File: src/rtl/mp3_sdi_sink.sv
// VS10xx-style SDI receiver: oversamples the serial MP3 lines, assembles bytes
// MSB-first into a FIFO, raises mp3_req while space remains and drains at a fixed rate.
module mp3_sdi_sink #(
  parameter int unsigned AW        = 5,
  parameter int unsigned REQ_FREE  = 4,
  parameter int unsigned DRAIN_DIV = 64
) (
  input  logic          clk,
  input  logic          rst_n,
  input  logic          mp3_xreset,
  input  logic          mp3_clk,
  input  logic          mp3_dat,
  input  logic          mp3_sync,
  output logic          mp3_req,
  input  logic          drain_en,
  output logic          byte_stb,
  output logic [7:0]    byte_data,
  output logic [AW:0]   fill,
  output logic          overflow,
  output logic          sync_err
);

  localparam int unsigned DEPTH = 2**AW;
  localparam logic [AW+1:0] DEPTH_W  = (AW+2)'(DEPTH);
  localparam logic [AW+1:0] REQ_W    = (AW+2)'(REQ_FREE);
  localparam logic [AW:0]   FULL_W   = (AW+1)'(DEPTH);
  localparam logic [9:0]    DIV_LAST = 10'(DRAIN_DIV - 1);

  logic [1:0]    clk_sy, dat_sy, sync_sy, xr_sy;
  logic          clk_d;
  logic          bit_evt, dat_s, sync_s, xr_s;
  logic [7:0]    shreg;
  logic [2:0]    bc;
  logic          wr_pend;
  logic [7:0]    wr_byte;
  logic [7:0]    mem [DEPTH];
  logic [AW-1:0] wptr, rptr;
  logic [9:0]    dcnt;
  logic          run, pop, full, push, req_ok;
  logic [AW+1:0] free_w;

  assign dat_s   = dat_sy[1];
  assign sync_s  = sync_sy[1];
  assign xr_s    = xr_sy[1];
  assign bit_evt = clk_sy[1] & ~clk_d;

  // Pop is resolved first so a write into a full FIFO still lands when a byte leaves.
  always_comb begin
    run    = drain_en & (fill != '0);
    pop    = run & (dcnt == DIV_LAST);
    full   = (fill == FULL_W);
    push   = wr_pend & (~full | pop);
    free_w = DEPTH_W - {1'b0, fill};
    req_ok = (free_w >= REQ_W);
  end

  always_ff @(posedge clk or negedge rst_n) begin
    if (!rst_n) begin
      clk_sy    <= '0;
      dat_sy    <= '0;
      sync_sy   <= '0;
      xr_sy     <= '0;
      clk_d     <= 1'b0;
      mp3_req   <= 1'b0;
      byte_stb  <= 1'b0;
      byte_data <= '0;
      fill      <= '0;
      overflow  <= 1'b0;
      sync_err  <= 1'b0;
      shreg     <= '0;
      bc        <= '0;
      wr_pend   <= 1'b0;
      wr_byte   <= '0;
      wptr      <= '0;
      rptr      <= '0;
      dcnt      <= '0;
    end else begin
      clk_sy   <= {clk_sy[0], mp3_clk};
      dat_sy   <= {dat_sy[0], mp3_dat};
      sync_sy  <= {sync_sy[0], mp3_sync};
      xr_sy    <= {xr_sy[0], mp3_xreset};
      clk_d    <= clk_sy[1];
      mp3_req  <= xr_s & req_ok;
      byte_stb <= 1'b0;
      if (!xr_s) begin
        fill    <= '0;
        wptr    <= '0;
        rptr    <= '0;
        bc      <= '0;
        dcnt    <= '0;
        wr_pend <= 1'b0;
      end else begin
        if (!run || pop) dcnt <= '0;
        else             dcnt <= dcnt + 1'b1;
        if (pop) begin
          byte_stb  <= 1'b1;
          byte_data <= mem[rptr];
          rptr      <= rptr + 1'b1;
        end
        if (push)         wptr     <= wptr + 1'b1;
        else if (wr_pend) overflow <= 1'b1;
        case ({push, pop})
          2'b10:   fill <= fill + 1'b1;
          2'b01:   fill <= fill - 1'b1;
          default: ;
        endcase
        wr_pend <= 1'b0;
        if (bit_evt) begin
          if (sync_s) begin
            if (bc != '0) sync_err <= 1'b1;
            shreg <= {dat_s, 7'b0};
            bc    <= 3'd1;
          end else begin
            shreg[3'd7 - bc] <= dat_s;
            bc               <= bc + 1'b1;
            if (bc == 3'd7) begin
              wr_pend <= 1'b1;
              wr_byte <= {shreg[7:1], dat_s};
            end
          end
        end
      end
    end
  end

  always_ff @(posedge clk) begin
    if (xr_s && push) mem[wptr] <= wr_byte;
  end

endmodule

File: config.mk
export PLATFORM = sky130hd
export DESIGN_NAME = mp3_sdi_sink
export DESIGN_NICKNAME = d
export VERILOG_FILES = /design/src/rtl/mp3_sdi_sink.sv
export SDC_FILE = /design/constraint.sdc
export NUM_CORES = 1
export LEC_CHECK = 0
export BUFFER_PORTS_ARGS = -buffer_cell sky130_fd_sc_hd__buf_2
export CAP_MARGIN = 0
export CORE_ASPECT_RATIO = 0.7
export CORE_MARGIN = 5
export CORE_UTILIZATION = 59
export CTS_CLUSTER_SIZE = 20
export DETAILED_ROUTE_END_ITERATION = 10
export PLACE_DENSITY = 0.81
export SLEW_MARGIN = 40
export SYNTH_ARGS = -nofsm -noshare
export SYNTH_HDL_FRONTEND = slang
export SYNTH_SLANG_ARGS = --single-unit
File: constraint.sdc
create_clock -name clk -period 3.87 [get_ports clk]
set_input_delay 0.387 -clock clk [delete_from_list [all_inputs] [get_ports clk]]
set_output_delay 0.387 -clock clk [all_outputs]
set_load 0.005 [all_outputs]
* Word-level counts from Yosys, hierarchy flattened
Memory sizes are Yosys's and may differ from the RTL's. A register that Yosys moved wholly into a read port is not among the register bits. Cells that the tools add are included.
Operators by class: add/sub/neg operators 8, multipliers 0, div/mod/pow operators 0, magnitude comparators 3, equal/unequal tests 9, shifts and indexed selects 0, muxes and demuxes 23, bitwise operators 10, reduce and logical (&&, ||, !) cells 12
Operators by type and width (count):
- $mux W10 | 2
- $mux W5 | 4
- $pmux W6 S2 | 1
- $add A10 B1 Y10 const B | 1
- $add A5 B1 Y5 const B | 2
- $eq A10 B6 Y1 const B | 1
- $mux W1 | 9
- $mux W3 | 3
- $bwmux W8 | 1
- $mux W8 | 1
- $reduce_and A4 Y1 | 2
- $ge A7 B3 Y1 const B | 1
- $sub A6 B6 Y7 const A | 1
- $add A6 B1 Y6 const B | 1
- $eq A6 B6 Y1 const B | 1
- $mux W6 | 1
- $ne A2 B1 Y1 const B | 3
- $reduce_bool A6 Y1 | 1
- $sub A6 B1 Y6 const B | 1
- $and A1 B1 Y1 | 5
- $lt A3 B4 Y1 const B | 1
- $not A1 Y1 | 4
- $reduce_and A2 Y1 | 2
- $add A3 B1 Y3 const B | 1
- other kinds (13) | 15
Word-level totals: flip-flop bits (word level) 59, bits in latches 0, bits in writable memories 256, memory bits (read-only) 0, input port bits 7, output and inout bits 18, word-level logic and storage cells 83, memories kept 1
Memory list:
- mem | words 32, bits a word 8, rd ports 1, clocked after Yosys merged registers in 1, wr ports 1, line 36 | logic [7:0] mem [DEPTH];

* Logic depth before layout (Yosys ltp)
Gate-level depths: netlist (run 1).
word-level depth 8, gate-level depth with buffers 12, gate-level depth less buffers 11

* Worst setup path before layout (run 1)
OpenSTA, ideal clock, no wires.
path type register to register, start register fill[0], end register fill[5], arrival time 3.034 ns, required time 3.746 ns, path slack 0.712 ns, stages on the path, launching flop included 12, cell sequence dfrtp_1 -> or4_4 -> nor3_4 -> or3_1 -> buf_6 -> inv_2 -> ha_1 -> a211oi_1 -> o21bai_1 -> a21oi_1 -> mux2i_1 -> o31a_1
On the way: longest elaborated chain between the ends 8, elaborated cells between the ends (all ways) 14
RTL lines:
- from (decl) | line 18 | output logic [AW:0] fill,
- from (signal assigned) | line 103 | 2'b10: fill <= fill + 1'b1;
- from (signal assigned) | line 104 | 2'b01: fill <= fill - 1'b1;
- $reduce_bool A6 Y1 | line 49 | run = drain_en & (fill != '0);
- $and A1 B1 Y1 | line 49
- $and A1 B1 Y1 | line 50 | pop = run & (dcnt == DIV_LAST);
- $or A1 B1 Y1 | line 52 | push = wr_pend & (~full | pop);
- $and A1 B1 Y1 | line 52
- $eq A2 B1 Y1 or $eq A2 B2 Y1 (tied branches) | line 102 | case ({push, pop})
- $pmux W6 S2 | line 102
- $mux W6 | line 85 | if (!xr_s) begin
Several ways; a longest one is shown, not always the timed one. A chain may end at the register's enable or synchronous reset.

* Final worst setup path (run 1)
Same ends and word-level chain as after synthesis.

==> results of run 1 <==
cells by family after synthesis:
group,after synthesis,share of synthesized area [%]
muxes,89,13.1
adders and majority gates,14,1.40
AOI/OAI and AO/OA,94,4.66
xor gates and xnor gates,17,1.14
DFF,322,71.8
buffers and inverters,45,1.79
and+or+nand+nor,159,6.16
repair_timing:
| item | 4_1_cts | 5_1_grt |
|---|---|---|
| endpoints found under the setup margin | 0 | 0 |
| hold buffers | 5 | 0 |
| endpoints found under the hold margin | 48 | 0 |
path summary, 6_finish.rpt:
kind	start	to	slack, ns	cells after the start
worst max-delay path	fill[0]$_DFFE_PN0P_	fill[5]$_DFFE_PN0P_	0.53	10
worst min-delay path	drain_en	dcnt[8]$_DFF_PN0_	0.21	3
worst max register to register	fill[0]$_DFFE_PN0P_	fill[5]$_DFFE_PN0P_	0.53	10
worst min register to register	clk_sy[0]$_DFF_PN0_	clk_sy[1]$_DFF_PN0_	0.35	0
max in group asynchronous	rst_n	wr_byte[6]$_DFFE_PN0P_	2.72	3
min in group asynchronous	rst_n	clk_sy[1]$_DFF_PN0_	0.41	2
power breakdown:
part,internal (mW),leakage [nW],switching (mW)
Clock,1.71,0.475,1.20
Combinational,0.0251,1.23,0.0374
Sequential,3.71,3.39,0.0160
Total,5.45,5.10,1.26
layout make-up:
class	instances	area, um^2	share of cell area [%]
Clock buffer	36	792	5.47
Clock inverter	16	188	1.30
Inverter	10	37.5	0.259
Multi-Input combinational cell	373	3480	24.1
Sequential cell	322	9350	64.6
Tap cell	282	353	2.44
Timing Repair Buffer	40	268	1.85
through the flow:
step | instance area, um^2 | utilization (%)
after global placement | 13400 | 61.8
after floorplan | 13000 | -
final | 14500 | 66.8
after CTS | 14400 | 66.6
after global routing | 14500 | 66.8
after detailed placement | 13400 | 61.8
tightest hold or removal path: stages:
cell and delay, ns:
buf_2 0.11, nand3b_1 0.13, nor2_1 0.06
cells in the mapped netlist (3+ instances only):
master	instances	share of area, %
a21oi_1	32	1.2
a22oi_1	14	0.81
and2_1	3	0.14
and3_1	4	0.19
buf_2	6	0.23
buf_4	5	0.29
clkbuf_1	19	0.55
clkbuf_8	3	0.32
dfrtp_1	66	13
edfxtp_1	256	59
ha_1	13	1.2
inv_1	8	0.23
mux2_2	9	0.78
mux2i_1	16	1.2
mux4_2	64	11
nand2_1	29	0.84
nand2b_1	4	0.19
nand3_1	9	0.35
nand3b_1	7	0.40
nor2_1	73	2.1
nor2b_1	3	0.14
nor3_1	5	0.19
o211ai_1	3	0.17
o21ai_0	13	0.50
o22ai_1	15	0.72
or3_1	3	0.14
xnor2_1	10	0.67
xor2_1	7	0.47
registers in the layout, indices dropped and copies added, names as in the netlist, 3 cells and up:
name and count:
mem 256, dcnt 10, byte_data 8, wr_byte 8, shreg 7, fill 6
rptr 5, wptr 5, bc 3
metal layers:
layer,part of all wire [%],vias to the layer above,wire length [um],track usage [%]
li1,-,2966,-,-
met1,39,3436,10300,29.9
met2,48,340,12700,35.4
met3,10,52,2650,4.94
met4,2.2,2,576,4.03
met5,0.050,-,13,0
==> reports/results.ini, run 1 <==
[global_route]
grt_max_degree=46
grt_pass1_vias=7073
grt_remaining_overflow=0
grt_use_total_pct=21.3
grt_pass1_wl_um=41300
antenna_found_initial=1

[timing]
tns_ns=0
fmax_mhz=299
relSlewSlack_pct=41.5
finalCritPeriodShare_pct=86.4
skew_ns=0.0121
fin_hold_ws_ns=0.207
setup_violations=0
setup_slack_ns=0.528
slew_viol_final=0
period_needed_ns=3.34
rsz0062_at_grt=no
tightest_slew_ns=0.875
finalHoldViolations=0

[detailed_routing]
vias_per_cell=6.30
dr.first_iter.drc_count=739
wl_per_cell_um=24.2
vias=6796
postRouteAntennaNets=0
wl_um=26200
drt_drc_violations_left=0
dr.pass1.iters=8

[worst_setup_path]
slowest_stage=or4_4
critical-path-top-delay-family=compound AO/OA/AOI/OAI gates
path_buf_inv=1
slowest_delay_ns=0.61
critPathKind=reg2reg
critPathCaptureType=register
worst-path-max-fanout=9
path_cells=or4_4 > nor3_4 > or3_1 > inv_2 > ha_1 > a211oi_1 > o21bai_1 > a21oi_1 > mux2i_1 > o31a_1
cp-start-kind=register
arrival_ns=3.77
worstPathRequired_ns=4.30

[power]
power_density_nw_per_um2=464
ir_worst_vdd_mv=0.338
power.total_mw=6.71
p_leak_nw=5.10

[floorplanning]
pin_count=25
initial_utilization_pct=60.0
die_w_um=188
core-area_um2=21700
fp.dieH_um=134
die_area_um2=25200
rows=45

[placement]
io_buffers=24
dp.cells=1022
place_congestion=0.847
preCtsSetupSlack_ns=0.583
place.detailed.hpwl_um=16100

[synthesis]
ys_types=61
ys.flop_type=edfxtp_1
synth_edf_count=256
syn_avg_cell_area_um2=17.6
synth_area_um2=13000
async_reset_ff_share_pct=20.5
synth_seq_area_share_pct=71.8
syn_nets=761
synth.ff_latch_count=322
synthCells=740
yosys_warnings=0

[final_layout]
nets=797
drive_gt1_share_pct=25.0
layout_commonest_cell=edfxtp_1
final-instance-count-excl-fill=1079
area_growth_syn_to_layout_pct=11.2
mostFrequentLayoutCells=edfxtp_1, mux4_2, nor2_1
nFillCells=1318
num_antenna_cells=0

[clocking]
cts-resized-gates=0
cts_tree=built
clk_pin_slew_worst_paths_ns=0.06
clock_latency_ns=0.54
htree_num_levels=1
numClockSinks=322
clockRootBuffer=clkbuf_16
numCtsBuffers=29
post_cts_buffers=0
cts.path.max_buffers=3

[outcome]
outcome=complete, no violations

[job]
maxCapViolations=0

[worst_hold_path]
hold_class=in2reg

Power figures use the tool's default switching activity.
==> run 2: changes to the inputs <==
--- a/config.mk
+++ b/config.mk
@@ -7,8 +7,8 @@
 export LEC_CHECK = 0
 export BUFFER_PORTS_ARGS = -buffer_cell sky130_fd_sc_hd__buf_2
-export CAP_MARGIN = 0
 export CORE_ASPECT_RATIO = 0.7
 export CORE_MARGIN = 5
 export CORE_UTILIZATION = 59
+export CTS_BUF_LIST = sky130_fd_sc_hd__clkbuf_8
 export CTS_CLUSTER_SIZE = 20
 export DETAILED_ROUTE_END_ITERATION = 10
==> constraint.sdc (replaced) <==
create_clock -name clk -period 3.87 [get_ports clk]
set_input_delay 0.1935 -clock clk [delete_from_list [all_inputs] [get_ports clk]]
set_output_delay 0.1935 -clock clk [all_outputs]
set_load 0.005 [all_outputs]
==> run 2 against run 1 <==
Compared with the run above: global-route usage decreased by 0.34 points; largest power group unchanged; count of clock-buffer cells in the layout increased by 17; critical path type unchanged; maximum frequency decreased by 3.3%.
==> reports/results.ini, run 2 (synthesis results as in run 1) <==
[power]
p_int_mw=4.99
ir_worst_vdd_mv=0.257
switchingPower_mw=1.30
power.total_mw=6.29
seqPwrFrac_pct=59.3
p_leak_nw=5.15
power_density_nw_per_um2=438
pwr-share-clk_pct=39.6
pwr-share-comb_pct=1.0
switching_share_pct=20.6

[final_layout]
largest-register=mem
final-instance-count-excl-fill=1112
area_growth_syn_to_layout_pct=10.4
utilization_pct=66.3
drive_gt1_share_pct=25.4
layout_commonest_cell=edfxtp_1
mostFrequentLayoutCells=edfxtp_1, mux4_2, nor2_1
nets=814
biggestRegsByFlops=mem: 256 flops, dcnt: 10 flops
largest_reg_flops=256
num_antenna_cells=0

[clocking]
clockRootBuffer=clkbuf_8
cts.path.max_buffers=3
htree_num_levels=2
numClockSinks=322
clock_latency_ns=0.57
numCtsBuffers=46
clk_pin_slew_worst_paths_ns=0.06
cts_tree=built

[detailed_routing]
drt_drc_violations_left=0
wl_um=26000
dr.pass1.iters=5
wl_per_cell_um=23.4
postRouteAntennaNets=0
dr.first_iter.drc_count=685
vias=6883
vias_per_cell=6.19

[worst_setup_path]
cp-start-kind=register
worstRegToRegCells=10
worstPathRequired_ns=4.30
critPathKind=reg2reg
path_buf_inv=1
path_cells=or4_4 > nor3_4 > or3_1 > inv_2 > ha_1 > a211oi_1 > o21bai_1 > a21oi_1 > mux2i_1 > o31a_1
arrival_ns=3.89
slowest_delay_ns=0.61
cp.depth=10
critical-path-top-delay-family=compound AO/OA/AOI/OAI gates
critPathCaptureType=register
slowest_stage=or4_4
worst-path-max-fanout=9

[job]
maxCapViolations=0

[timing]
tns_ns=0
finalHoldViolations=0
slew_viol_final=0
setup_slack_ns=0.414
fmax_mhz=289
period_needed_ns=3.46
finalCritPeriodShare_pct=89.3
tightest_slew_ns=0.849
relSlewSlack_pct=43.2
skew_ns=0.0304
rsz0062_at_grt=no
setup_violations=0

[floorplanning]
pin_count=25
die_w_um=188
die_area_um2=25200
initial_utilization_pct=60.0
rows=45
core-area_um2=21700
fp.dieH_um=134

[placement]
place_congestion=0.852
place.detailed.hpwl_um=16300
io_buffers=24
preCtsSetupSlack_ns=0.510
dp.cells=1021

[global_route]
grt_max_degree=46
grt_remaining_overflow=0
grt_pass1_wl_um=40400
grt_use_total_pct=21.0
antenna_found_initial=0
grt_pass1_vias=7063

[worst_hold_path]
hold_class=in2async

[outcome]
outcome=complete, no violations

## run 2: layout make-up
class	count	area, um^2
Sequential cell	322	9350
Fill cell	1372	7310
Multi-Input combinational cell	373	3480
Clock buffer	53	729
Tap cell	282	353
Timing Repair Buffer	40	283
Clock inverter	32	133
Inverter	10	37.5
## run 2: timing repair
| item | 4_1_cts | 5_1_grt |
|---|---|---|
| hold endpoints to repair | 50 | 0 |
| setup buffers | 0 | 0 |
| hold buffers | 6 | 0 |
| resized for setup | 0 | 0 |
## run 2: final timing paths
path | from | end | slack [ns]
max | fill[0]$_DFFE_PN0P_ | fill[5]$_DFFE_PN0P_ | 0.41
min | rst_n | clk_sy[1]$_DFF_PN0_ | 0.18
max reg2reg | fill[0]$_DFFE_PN0P_ | fill[5]$_DFFE_PN0P_ | 0.41
min reg2reg | sync_sy[0]$_DFF_PN0_ | sync_sy[1]$_DFF_PN0_ | 0.35
max in group asynchronous | rst_n | wr_byte[2]$_DFFE_PN0P_ | 2.97
min in group clk | mp3_dat | dat_sy[0]$_DFF_PN0_ | 0.28
## run 2: power by group through the flow
stage / Clock [mW] / Sequential (mW) / Combinational (mW)
after floorplan: 0 / 3.80 / 0.0312
after global placement: 0 / 3.80 / 0.0570
after detailed placement: 0 / 3.80 / 0.0622
after CTS: 2.53 / 3.73 / 0.0672
after global routing: 2.69 / 3.73 / 0.0728
final: 2.49 / 3.73 / 0.0657
## run 2: routing by layer
layer	vias up	track usage (%)	wire, um
li1	3007	-	-
met1	3522	29.5	10600
met2	297	32.7	12200
met3	57	6.09	2630
met4	0	6.03	549
met5	-	0	0
## run 2: worst reg2reg max path, cell delays in order, from the launching register on
cell      delay, ns
dfrtp_1        0.48
or4_4          0.61
nor3_4         0.13
or3_1          0.30
inv_2          0.16
ha_1           0.32
a211oi_1       0.38
o21bai_1       0.13
a21oi_1        0.38
mux2i_1        0.14
o31a_1         0.30
## run 2: through the flow
step	hold WS [ns]	instance area [um^2]
after global routing	0.224	14400
after global placement	0.301	13400
after floorplan	-0.102	13000
after CTS	0.184	14300
final	0.182	14400
after detailed placement	0.238	13400
==> run 3: changes to the inputs <==
CELL_PAD_IN_SITES_DETAIL_PLACEMENT = 2   (was default)
CELL_PAD_IN_SITES_GLOBAL_PLACEMENT = 2   (was default)
CORE_UTILIZATION = 50   (was 59)
PLACE_DENSITY = 0.87   (was 0.81)
clock period = 3.3 ns   (was 3.87 ns; I/O delays follow)
==> run 3 against run 2 <==
Compared with the run above: largest power group unchanged; flip-flop and latch count unchanged; critical path type unchanged; worst setup slack got worse by 0.34 ns; final area up 2.8%; critical endpoint unchanged.
==> reports/results.ini, run 3 (synthesis results as in run 1) <==
[global_route]
grt_max_degree=43
grt_remaining_overflow=0
grt_pass1_vias=8578
antenna_found_initial=0
grt_pass1_wl_um=59600
grt_use_total_pct=27.4

[placement]
place_congestion=0.843
io_buffers=24
preCtsSetupSlack_ns=-0.127
place.detailed.hpwl_um=23400

[power]
p_leak_nw=5.38
pwr-share-clk_pct=42.7
switchingPower_mw=1.78
pwr-share-comb_pct=1.1
switching_share_pct=22.9
ir_worst_vdd_mv=0.449
seqPwrFrac_pct=56.2
p_int_mw=6.01
power_density_nw_per_um2=528

[clocking]
clk_pin_slew_worst_paths_ns=0.09
numCtsBuffers=49
htree_num_levels=2
numClockSinks=322
clock_latency_ns=0.61
clockRootBuffer=clkbuf_8
cts_tree=built
cts.path.max_buffers=3

[detailed_routing]
postRouteAntennaNets=0
wl_per_cell_um=33.2
vias_per_cell=6.32
wl_um=39900
vias=7601
drt_drc_violations_left=0
dr.pass1.iters=5
dr.first_iter.drc_count=805

[floorplanning]
initial_utilization_pct=50.7
pin_count=25
die_w_um=203
core-area_um2=25700
die_area_um2=29400
rows=49
fp.dieH_um=145

[timing]
fin_hold_ws_ns=0.114
finalHoldViolations=0
setup_violations=0
fmax_mhz=310
setup_slack_ns=0.0761
slew_viol_final=0
tightest_slew_ns=0.865
skew_ns=0.0513
period_needed_ns=3.22
relSlewSlack_pct=42.4
finalCritPeriodShare_pct=97.7

[worst_setup_path]
worstPathRequired_ns=3.80
cp.depth=10
r2r-start=dcnt[6]$_DFF_PN0_
arrival_ns=3.72
cp-start-kind=register
path_buf_inv=1
path_cells=nor4_4 > nand4_1 > or3_1 > inv_4 > ha_1 > o21ai_2 > o21bai_1 > a21oi_2 > mux2i_1 > o31a_1
worst-path-max-fanout=9
critical-path-top-delay-family=simple AND/OR/NAND/NOR gates
rrSetupSlack_ns=0.08
worstRegToRegCells=10
slowest_stage=or3_1
critPathCaptureType=register
slowest_delay_ns=0.46
timing.rr.end=fill[5]$_DFFE_PN0P_
critPathKind=reg2reg

[final_layout]
drive_gt1_share_pct=27.3
biggestRegsByFlops=mem: 256 flops, dcnt: 10 flops
area_growth_syn_to_layout_pct=13.4
largest_reg_flops=256
largest-register=mem
nets=853
layout_commonest_cell=edfxtp_1
num_antenna_cells=0
mostFrequentLayoutCells=edfxtp_1, nor2_1, mux4_2

[job]
maxCapViolations=0

[worst_hold_path]
hold_class=in2async

[outcome]
outcome=complete, no violations

run 3: cell types whose count changed in the layout (fill, tap and decap cells not counted), sizes merged:
cell / before / now
clkinv: 13 / 15
buf: 34 / 70
bufinv: 0 / 1
clkbuf: 53 / 56
run 3: final cells by class:
type | count | area, um^2
timing repair buffer | 76 | 553
clock inverter | 35 | 166
fill | 2150 | 10900
clock buffer | 56 | 771
tap | 331 | 414
sequential | 322 | 9360
inverter | 10 | 40.0
multi-input combinational | 373 | 3460
run 3: through the flow:
stage / instance area, um^2 / utilization, % / cells / power [mW] / TNS, ns
3_3_place_gp: 13700 / 53.4 / 1105 / 4.53 / 0
2_1_floorplan: 13000 / - / 740 / 4.49 / 0
5_1_grt: 14800 / 57.5 / 1203 / 8.06 / -0.00300
4_1_cts: 14700 / 57.4 / 1202 / 7.83 / 0
3_5_place_dp: 13700 / 53.5 / 1105 / 4.54 / -0.127
6_report: 14800 / 57.5 / 1203 / 7.80 / 0
run 3: power groups by stage:
stage	logic (mW)	clock network [mW]	registers, mW
after floorplan	0.0366	0	4.45
after global placement	0.0663	0	4.46
after detailed placement	0.0772	0	4.47
after CTS	0.0873	3.36	4.38
after global routing	0.0936	3.58	4.38
final	0.0849	3.33	4.38
run 3: worst max path at each step:
stage / start / to / slack (ns)
after floorplan: fill[0]$_DFFE_PN0P_ / fill[5]$_DFFE_PN0P_ / 0.14
after global placement: dcnt[7]$_DFF_PN0_ / fill[5]$_DFFE_PN0P_ / 0.21
after detailed placement: dcnt[7]$_DFF_PN0_ / fill[5]$_DFFE_PN0P_ / -0.13
after CTS: dcnt[7]$_DFF_PN0_ / fill[5]$_DFFE_PN0P_ / 0.006
after global routing: dcnt[0]$_DFF_PN0_ / fill[5]$_DFFE_PN0P_ / -0.003
final: dcnt[6]$_DFF_PN0_ / fill[5]$_DFFE_PN0P_ / 0.08
run 3: what timing repair did:
item,in CTS,in global routing
hold endpoints to repair,46,0
hold buffers,6,0
gates resized for setup,3,4
pin swaps,0,3
setup endpoints to repair,1,1
setup buffers,0,1
run 3: per-layer routing:
layer  wire length, um  track usage [%]  vias to the layer above
met4              1270             8.75                        0
met2             19600             44.9                      359
li1                  -                -                     3076
met3              2880             5.96                       92
met5                 0                0                        -
met1             16200             37.4                     4074
